$ cat src/rtl/rmw_long_latency_pkg.sv
// Shared types for the long-latency read-modify-write table.
// Holds ids, tags, words and the in-flight entry bundle.
package rmw_long_latency_pkg;

  localparam int LAT_DEF = 8;

  typedef logic [3:0] id_t;
  typedef logic [3:0] tag_t;
  typedef logic [7:0] word_t;

  typedef struct packed {
    logic  vld;
    id_t   id;
    tag_t  tag;
    word_t word;
  } ent_t;

  // Replace an entry's word when a write to its id lands.
  function automatic ent_t snoop(
    input ent_t  e,
    input logic  wr,
    input id_t   wr_id,
    input word_t wr_word
  );
    ent_t r;
    r = e;
    if (wr && e.id == wr_id) r.word = wr_word;
    return r;
  endfunction

endpackage

$ cat src/rtl/rmw_long_latency_tbl_pipe.sv
// In-flight read pipeline: LAT-deep shift register.
// Every stage snoops the write port as it advances.
module rmw_long_latency_tbl_pipe
  import rmw_long_latency_pkg::*;
#(
  parameter int LAT = LAT_DEF
) (
  input  logic  clk,
  input  logic  rst,
  input  ent_t  head,
  input  logic  wr,
  input  id_t   wr_id,
  input  word_t wr_word,
  output ent_t  tail
);

  ent_t stg [LAT];

  always_ff @(posedge clk or negedge rst) begin
    if (!rst) begin
      for (int i = 0; i < LAT; i++)
        stg[i] <= '0;
    end else begin
      stg[0] <= snoop(head, wr, wr_id, wr_word);
      for (int i = 1; i < LAT; i++)
        stg[i] <= snoop(stg[i-1], wr, wr_id, wr_word);
    end
  end

  assign tail = stg[LAT-1];

endmodule

$ cat src/rtl/rmw_long_latency_table.sv
// Flop table with fixed-latency, in-order, write-coherent reads.
// Responses reflect every write up to the output-register load.
module rmw_long_latency_table
  import rmw_long_latency_pkg::*;
#(
  parameter int LAT   = LAT_DEF,
  parameter int WORDS = 2**$bits(id_t)
) (
  input  logic  clk,
  input  logic  rst,
  input  logic  tbl_wr_r,
  input  id_t   tbl_wr_id_r,
  input  word_t tbl_wr_word_r,
  input  logic  tbl_rd_r,
  input  id_t   tbl_rd_id_r,
  input  tag_t  tbl_rd_itag_r,
  output logic  tbl_rd_word_vld_r,
  output word_t tbl_rd_word_r,
  output tag_t  tbl_rd_ctag_r
);

  word_t mem [WORDS];
  ent_t  head;
  ent_t  tail;
  ent_t  resp;

  always_ff @(posedge clk or negedge rst) begin
    if (!rst) begin
      for (int i = 0; i < WORDS; i++)
        mem[i] <= '0;
    end else if (tbl_wr_r) begin
      mem[tbl_wr_id_r] <= tbl_wr_word_r;
    end
  end

  // Stage-0 snoop makes a same-cycle write win over the table read.
  always_comb begin
    head      = '0;
    head.vld  = tbl_rd_r;
    head.id   = tbl_rd_id_r;
    head.tag  = tbl_rd_itag_r;
    head.word = mem[tbl_rd_id_r];
  end

  rmw_long_latency_tbl_pipe #(
    .LAT(LAT)
  ) u_pipe (
    .clk    (clk),
    .rst    (rst),
    .head   (head),
    .wr     (tbl_wr_r),
    .wr_id  (tbl_wr_id_r),
    .wr_word(tbl_wr_word_r),
    .tail   (tail)
  );

  always_comb resp = snoop(tail, tbl_wr_r, tbl_wr_id_r, tbl_wr_word_r);

  always_ff @(posedge clk or negedge rst) begin
    if (!rst) begin
      tbl_rd_word_vld_r <= 1'b0;
      tbl_rd_word_r     <= '0;
      tbl_rd_ctag_r     <= '0;
    end else begin
      tbl_rd_word_vld_r <= tail.vld;
      if (tail.vld) begin
        tbl_rd_word_r <= resp.word;
        tbl_rd_ctag_r <= tail.tag;
      end
    end
  end

endmodule

$ cat config.mk
export PLATFORM = sky130hd
export DESIGN_NAME = rmw_long_latency_table
export DESIGN_NICKNAME = d
export VERILOG_FILES = /design/src/rtl/rmw_long_latency_pkg.sv /design/src/rtl/rmw_long_latency_tbl_pipe.sv /design/src/rtl/rmw_long_latency_table.sv
export SDC_FILE = /design/constraint.sdc
export NUM_CORES = 1
export LEC_CHECK = 0
export ABC_AREA = 0
export CAP_MARGIN = 10
export CELL_PAD_IN_SITES_DETAIL_PLACEMENT = 1
export CELL_PAD_IN_SITES_GLOBAL_PLACEMENT = 1
export CORE_MARGIN = 1.5
export CORE_UTILIZATION = 30
export DETAILED_ROUTE_END_ITERATION = 8
export MAX_ROUTING_LAYER = met4
export PLACE_DENSITY = 0.48
export SYNTH_ARGS = -nofsm -noshare
export SYNTH_HDL_FRONTEND = slang
export SYNTH_HIERARCHICAL = 1
export SYNTH_SLANG_ARGS = --single-unit
export TNS_END_PERCENT = 100
$ cat constraint.sdc
create_clock -name clk -period 2 [get_ports clk]
set_clock_uncertainty 0.15 [all_clocks]
set_input_delay 0.3 -clock clk [delete_from_list [all_inputs] [get_ports clk]]
set_output_delay 0.3 -clock clk [all_outputs]
set_load 0.05 [all_outputs]
==> reports/qor.yml, run 1 <==
timing_worst_setup_path_type: "primary input to register"
number_of_antenna_violations_at_the_first_check_in_global_routing: 0
clock_tree.root_cell: "sky130_fd_sc_hd__clkbuf_16"
power_per_cell_area_nw_per_um2: 1100
synth.ff_latch_count: 277
critical_path.endpoint_type: "register"
worstPathRequired_ps: 2280
numCtsBuffers: 31
core-area_um2: 36900
post-route-cell-area_um2: 14100
yosysWarningCount: 6
highest_ir_drop_seen_on_vdd_mv: 0.448
crit_fanout: 24
hold-worst-slack_ps: 31.8
hold_path_startpoint: "tbl_rd_itag_r[0]"
ys_types: 36
worst_hold_path_type: "primary input to register"
drv_slew: 0
cts_tree: "built"
clkTransAtPathRegs_ps: 60
grt_first_pass_wirelength_um: 43300
wl_per_cell_um: 20.3
cp-start-kind: "primary input"
routed_via_density: 4.63
worstSkewPairLatency_ps: 560
num_vias: 6142
post_route_cells_drive_above_1_share_pct: 46.7
commonest_non_fill_non_tap_cell_in_the_layout: "sky130_fd_sc_hd__dfrtp_1"
arr_time_crit_path_ps: 2190
final_period_minus_worst_setup_slack_ps: 1910
die_height_um: 197
cts_setup_buffers: 0
clock.fmax_mhz: 523
synthesis.instances: 703
gp_congestion: 0.779
drc: 0
setup_viol: 0
die-width_um: 197
ys_seq_area_share_pct: 61.3
drtPass1Iterations: 4
timing.max_cap.violations: 0
max-slew-margin-rel_pct: 51.5
setup_repair_after_global_routing_missed_its_margin: "false"
postSynth.asyncResetShare_pct: 100
syn2layout_area_growth_pct: 24.5
fin_crit_sh_pct: 95.6
synth-edff-count: 0
tritoncts_num_sinks: 277
fin_total_pwr_w: 0.0155
placedInstanceArea_um2: 13000
top_level_ports: 37
routed_wirelength_um: 26900
grt_pass1_vias: 7244
floorplan.die_area_um2: 38900
synth-main-ff-cell: "sky130_fd_sc_hd__dfrtp_1"
mappedNetlistArea_um2: 11300
antennaDiodeCount: 0
grt_max_degree: 67
startpoint_of_the_most_critical_register_to_register_path: "mem[11]"
crit_path_start: "tbl_rd_id_r[1]"
post_syn_nets: 727
cts-root-to-sink-buffers: 3
leakage_component_of_the_power_nw: 5.98
grt_use_total_pct: 15.0
antenna_violating_nets_post_route: 0
globalRouteOverflowTotal: 0
placement_rows: 70
mostFrequentLayoutCells: "sky130_fd_sc_hd__dfrtp_1, sky130_fd_sc_hd__mux2_2, sky130_fd_sc_hd__buf_4"
port_buffers: 36
finalHoldViolCount: 0
initialDrtViolationCount: 196
htree_num_levels: 1
post-dp-hpwl_um: 17900
worst_pin_slew_ps: 726
layout.core_utilization_pct: 38.2
starting_utilization_of_the_core_area_pct: 30.7
nNetsFinal: 825
postSynthAreaPerCell_um2: 16.1
run_status: "completed"
-- worst paths after layout --
check                                   to  slack [ps]  depth (start not counted)
setup reg to reg           u_pipe/stg[122]         140                          4
hold / removal             u_pipe/stg[127]          30                          1
min in group asynchronous  u_pipe/tail[14]         170                          2
setup / recovery           u_pipe/stg[122]          90                          7
hold reg to reg             u_pipe/stg[76]         200                          0
max in group asynchronous         mem[112]         850                          3
-- cell usage after synthesis (6+ instances only) --
library cell	number	share of area, %
sky130_fd_sc_hd__a22oi_1	16	1.1
sky130_fd_sc_hd__a31oi_1	8	0.44
sky130_fd_sc_hd__buf_1	6	0.20
sky130_fd_sc_hd__buf_2	7	0.31
sky130_fd_sc_hd__buf_4	18	1.2
sky130_fd_sc_hd__buf_6	6	0.60
sky130_fd_sc_hd__clkbuf_1	12	0.40
sky130_fd_sc_hd__dfrtp_1	277	61
sky130_fd_sc_hd__mux2_2	195	19
sky130_fd_sc_hd__mux4_2	32	6.4
sky130_fd_sc_hd__nand2_1	20	0.66
sky130_fd_sc_hd__nand2b_1	6	0.33
sky130_fd_sc_hd__nand4_1	9	0.50
sky130_fd_sc_hd__nor2_1	9	0.30
sky130_fd_sc_hd__nor2_2	6	0.33
sky130_fd_sc_hd__nor3_2	6	0.53
sky130_fd_sc_hd__nor4_4	8	1.5
sky130_fd_sc_hd__o31ai_1	8	0.53
sky130_fd_sc_hd__xnor2_1	8	0.62
sky130_fd_sc_hd__xor2_1	23	1.8
-- area by class of cell --
type	instances	area [µm²]
Timing Repair Buffer	114	1360
Sequential cell	277	6930
Inverter	5	18.8
Fill cell	3674	22800
Tap cell	504	631
Clock inverter	12	173
Clock buffer	44	915
Multi-Input combinational cell	372	4060
-- timing repair --
action | CTS | global route
setup endpoints to repair | 13 | 0
endpoints found under the hold margin | 54 | 0
hold buffers | 1 | 0
resized for setup | 13 | 0
-- where the power goes --
group | internal (W) | total [W] | switching, W
sequential | 0.00669 | 0.00718 | 0.000494
combinational | 0.00136 | 0.00242 | 0.00106
clock | 0.00368 | 0.00592 | 0.00224
total | 0.0117 | 0.0155 | 0.00379
-- metrics by stage --
| stage | setup WS [ps] | TNS, ps | cells |
|---|---|---|---|
| after global placement | -528 | -51090 | 1271 |
| after floorplan | 23.4 | 0 | 703 |
| final | 89.0 | 0 | 1328 |
| after CTS | 59.0 | 0 | 1328 |
| after detailed placement | -514 | -51240 | 1271 |
| after global routing | 35.1 | 0 | 1328 |
-- flip-flops by register name, summed over array words and instances (netlist names) --
signal,flops
tbl_rd_word_vld_r,1
u_pipe/tail,17
u_pipe/stg,119
mem,128
tbl_rd_word_r,8
tbl_rd_ctag_r,4
-- cell families (layout without fill, tap and decap cells) --
logic type | after synthesis | count (layout) | share of synthesized area, %
xor+xnor | 31 | 31 | 2.40
flops | 277 | 277 | 61.3
simple gates | 77 | 77 | 5.18
mux | 228 | 228 | 25.9
buf+inv | 54 | 175 | 2.86
compound gates | 36 | 36 | 2.38
-- routing by layer --
metal | GRT usage (%) | routed length (µm) | up-vias
met2 | 25.3 | 13600 | 72
met3 | 2.07 | 721 | 38
met4 | 3.85 | 510 | 0
met5 | - | 0 | -
li1 | - | - | 2737
met1 | 18.9 | 12100 | 3295
-- critical path, stage by stage --
cell	delay, ps
sky130_fd_sc_hd__clkdlybuf4s50_1	500
sky130_fd_sc_hd__buf_12	220
sky130_fd_sc_hd__buf_12	150
sky130_fd_sc_hd__mux4_2	320
sky130_fd_sc_hd__a22oi_1	300
sky130_fd_sc_hd__nand2_1	100
sky130_fd_sc_hd__mux2_2	280
(Power assumes the default switching activity.)
==> run 2: changes to the inputs <==
PLACE_DENSITY = 0.5   (was 0.48)
SYNTH_HIERARCHICAL = unset   (was 1)
clock period = 1.7 ns   (was 2 ns; I/O delays follow)
==> reports/qor.yml, run 2 <==
num_vias: 6014  # -2.1%
placedInstanceArea_um2: 13000  # -0.15%
ys_seq_area_share_pct: 61.5  # +0.25 points
timing_worst_setup_path_type: "register to register"
multiInputGateArea_um2: 4290  # +5.6%
post-dp-hpwl_um: 17200  # -3.9%
largest_register_ff_count: 128  # unchanged
leakage_component_of_the_power_nw: 6.16  # +3.0%
synth.ff_latch_count: 277  # unchanged
nNetsFinal: 821  # -0.48%
initialDrtViolationCount: 217  # +11%
yosys.area.top_type: "sky130_fd_sc_hd__dfrtp_1"
worst_pin_slew_ps: 502  # -224 ps
power_per_cell_area_nw_per_um2: 1310  # +19%
synthesis.instances: 683  # -2.8%
syn2layout_area_growth_pct: 27.2
max-slew-margin-rel_pct: 66.6  # +15 points
placement_rows: 70  # unchanged
layout.core_utilization_pct: 39.0  # +0.78 points
routed_via_density: 4.67  # +0.88%
grt_use_total_pct: 14.8  # -0.16 points
post_route_cells_drive_above_1_share_pct: 48.7  # +2.0 points
top_level_ports: 37  # unchanged
postSynth.asyncResetShare_pct: 100  # unchanged
finalWorstSetupSlack_ps: -109  # -198 ps
setup_viol: 8  # +8
critical_path.endpoint_type: "register"
finalHoldViolCount: 0  # unchanged
instances_no_fill: 1289  # -2.9%
hold-worst-slack_ps: 65.7  # +34.0 ps
clock.fmax_mhz: 553
post-synth-top-count-cell: "sky130_fd_sc_hd__dfrtp_1"
numPlacedInstances: 1225  # -3.6%
die_height_um: 197  # -0.20%
largest-register: "mem"
synth-edff-count: 0  # unchanged
post-route-cell-area_um2: 14300  # +1.8%
grt_max_degree: 55  # -18%
final_period_minus_worst_setup_slack_ps: 1810
clock_tree.root_cell: "sky130_fd_sc_hd__clkbuf_16"
setup_repair_after_global_routing_missed_its_margin: "true"
htree_num_levels: 1  # unchanged
number_of_antenna_violations_at_the_first_check_in_global_routing: 0  # unchanged
fin_crit_sh_pct: 106
port_buffers: 36  # unchanged
numCtsBuffers: 30  # -3.2%
cp-start-kind: "register"
cts-root-to-sink-buffers: 3  # unchanged
synth-main-ff-cell: "sky130_fd_sc_hd__dfrtp_1"
worstSkewPairLatency_ps: 580  # +20 ps
final.fill_count: 3654  # -0.54%
drc: 0  # unchanged
cts_tree: "built"
worst_hold_path_type: "primary input to asynchronous set/reset pin"
synth.cells.most_frequent: "sky130_fd_sc_hd__dfrtp_1, sky130_fd_sc_hd__mux2_2, sky130_fd_sc_hd__mux4_1, sky130_fd_sc_hd__mux2i_1, sky130_fd_sc_hd__xor2_1"
preCtsSetupSlack_ps: -736  # -222 ps
seq_area_um2: 6930  # unchanged
netlist.area_leader.share_pct: 61.5  # +0.25 points
grt_first_pass_wirelength_um: 42500  # -1.9%
arr_time_crit_path_ps: 2110  # -80 ps
drtPass1Iterations: 4  # unchanged
post_synth_main_area_contributors: "sky130_fd_sc_hd__dfrtp_1, sky130_fd_sc_hd__mux2_2, sky130_fd_sc_hd__mux4_1, sky130_fd_sc_hd__mux2i_1, sky130_fd_sc_hd__xor2_1"
starting_utilization_of_the_core_area_pct: 30.6  # -0.053 points
violations: "negative setup slack"
crit_fanout: 2  # -92%
gp_congestion: 0.731  # -6.1%
postSynthAreaPerCell_um2: 16.5  # +2.5%
drv_slew: 0  # unchanged
mostFrequentLayoutCells: "sky130_fd_sc_hd__dfrtp_1, sky130_fd_sc_hd__mux2_2, sky130_fd_sc_hd__buf_4"
run_status: "finished, violations left"
timing.max_cap.violations: 0  # unchanged
post_syn_nets: 707  # -2.8%
ys_types: 26  # -28%
grt_pass1_vias: 6976  # -3.7%
floorplan.die_area_um2: 38700  # -0.41%
worstPathRequired_ps: 2000  # -280 ps
wl_per_cell_um: 20.6  # +1.7%
clkTransAtPathRegs_ps: 60  # about the same
highest_ir_drop_seen_on_vdd_mv: 0.957  # +110%
core-area_um2: 36800  # -0.24%
globalRouteOverflowTotal: 0  # unchanged
routed_wirelength_um: 26600  # -1.3%
mappedNetlistArea_um2: 11300  # -0.41%
antennaDiodeCount: 0  # unchanged
yosysWarningCount: 0  # -6
commonest_non_fill_non_tap_cell_in_the_layout: "sky130_fd_sc_hd__dfrtp_1"
tritoncts_num_sinks: 277  # unchanged
die-width_um: 197  # -0.20%
antenna_violating_nets_post_route: 0  # unchanged
==> run 2: cell types whose count changed after synthesis, sizes merged, moves of 9 or more <==
| cell | previous run | this run |
|---|---|---|
| mux2i | 0 | 24 |
| nand2 | 20 | 11 |
| nand4 | 9 | 0 |
| a22oi | 16 | 0 |
| buf | 37 | 19 |
| clkbuf | 12 | 23 |
==> run 2: final timing paths <==
check,start,endpoint,slack [ps],cells past startpoint
setup / recovery,mem[69],u_pipe.stg[124],-110,4
hold / removal,rst,u_pipe.stg[43],70,2
setup reg to reg,mem[69],u_pipe.stg[124],-110,4
hold reg to reg,u_pipe.stg[62],u_pipe.stg[45],200,0
max in group asynchronous,rst,mem[96],700,3
min in group clk,tbl_rd_id_r[0],u_pipe.stg[131],100,3
==> run 2: per-stage QoR <==
step           power, W  TNS [ps]
2_1_floorplan    0.0106     -2660
3_3_place_gp     0.0116    -94800
3_5_place_dp     0.0118    -98800
4_1_cts          0.0189      -631
5_1_grt          0.0197     -1400
6_report         0.0187      -585
==> run 2: layer usage <==
metal | global-route usage (%) | share of wire, % | up-vias
met2 | 25.3 | 51 | 74
li1 | - | - | 2670
met4 | 3.31 | 2.0 | 0
met5 | - | 0 | -
met3 | 2.46 | 3.0 | 40
met1 | 18.4 | 44 | 3230
==> run 2: worst max-delay path: stages (launching register included) <==
cell and delay, ps:
sky130_fd_sc_hd__dfrtp_1 370, sky130_fd_sc_hd__mux4_1 520, sky130_fd_sc_hd__mux2i_1 240, sky130_fd_sc_hd__mux2i_1 130, sky130_fd_sc_hd__mux2_4 290
==> run 2: logic make-up (layout without fill, tap and decap cells) <==
logic type,Yosys count,after routing,synth area share [%]
and+or+nand+nor,60,60,3.94
buffers and inverters,42,180,1.95
muxes,252,252,29.0
AOI/OAI and AO/OA,16,16,0.800
DFF,277,277,61.5
xor gates and xnor gates,36,36,2.80
==> run 2: cell type report <==
cell class                      instances  share of cell area (%)
Sequential cell                       277                    48.4
Multi-Input combinational cell        364                    29.9
Timing Repair Buffer                  124                    10.2
Clock buffer                           39                    5.96
Tap cell                              468                    4.08
Clock inverter                         17                    1.56
==> run 2: what timing repair did <==
item	in CTS	in global routing
endpoints found under the setup margin	54	51
pin swaps	7	1
gates resized for setup	13	36
endpoints found under the hold margin	282	0
hold buffers	6	0
buffers inserted	1	1
==> run 2: power by group <==
part / leakage (nW) / internal [W] / switching [W] / total, W
logic: 2.29 / 0.00195 / 0.00134 / 0.00329
registers: 3.35 / 0.00796 / 0.000601 / 0.00856
clock network: 0.522 / 0.00417 / 0.00272 / 0.00689
total: 6.16 / 0.0141 / 0.00467 / 0.0187
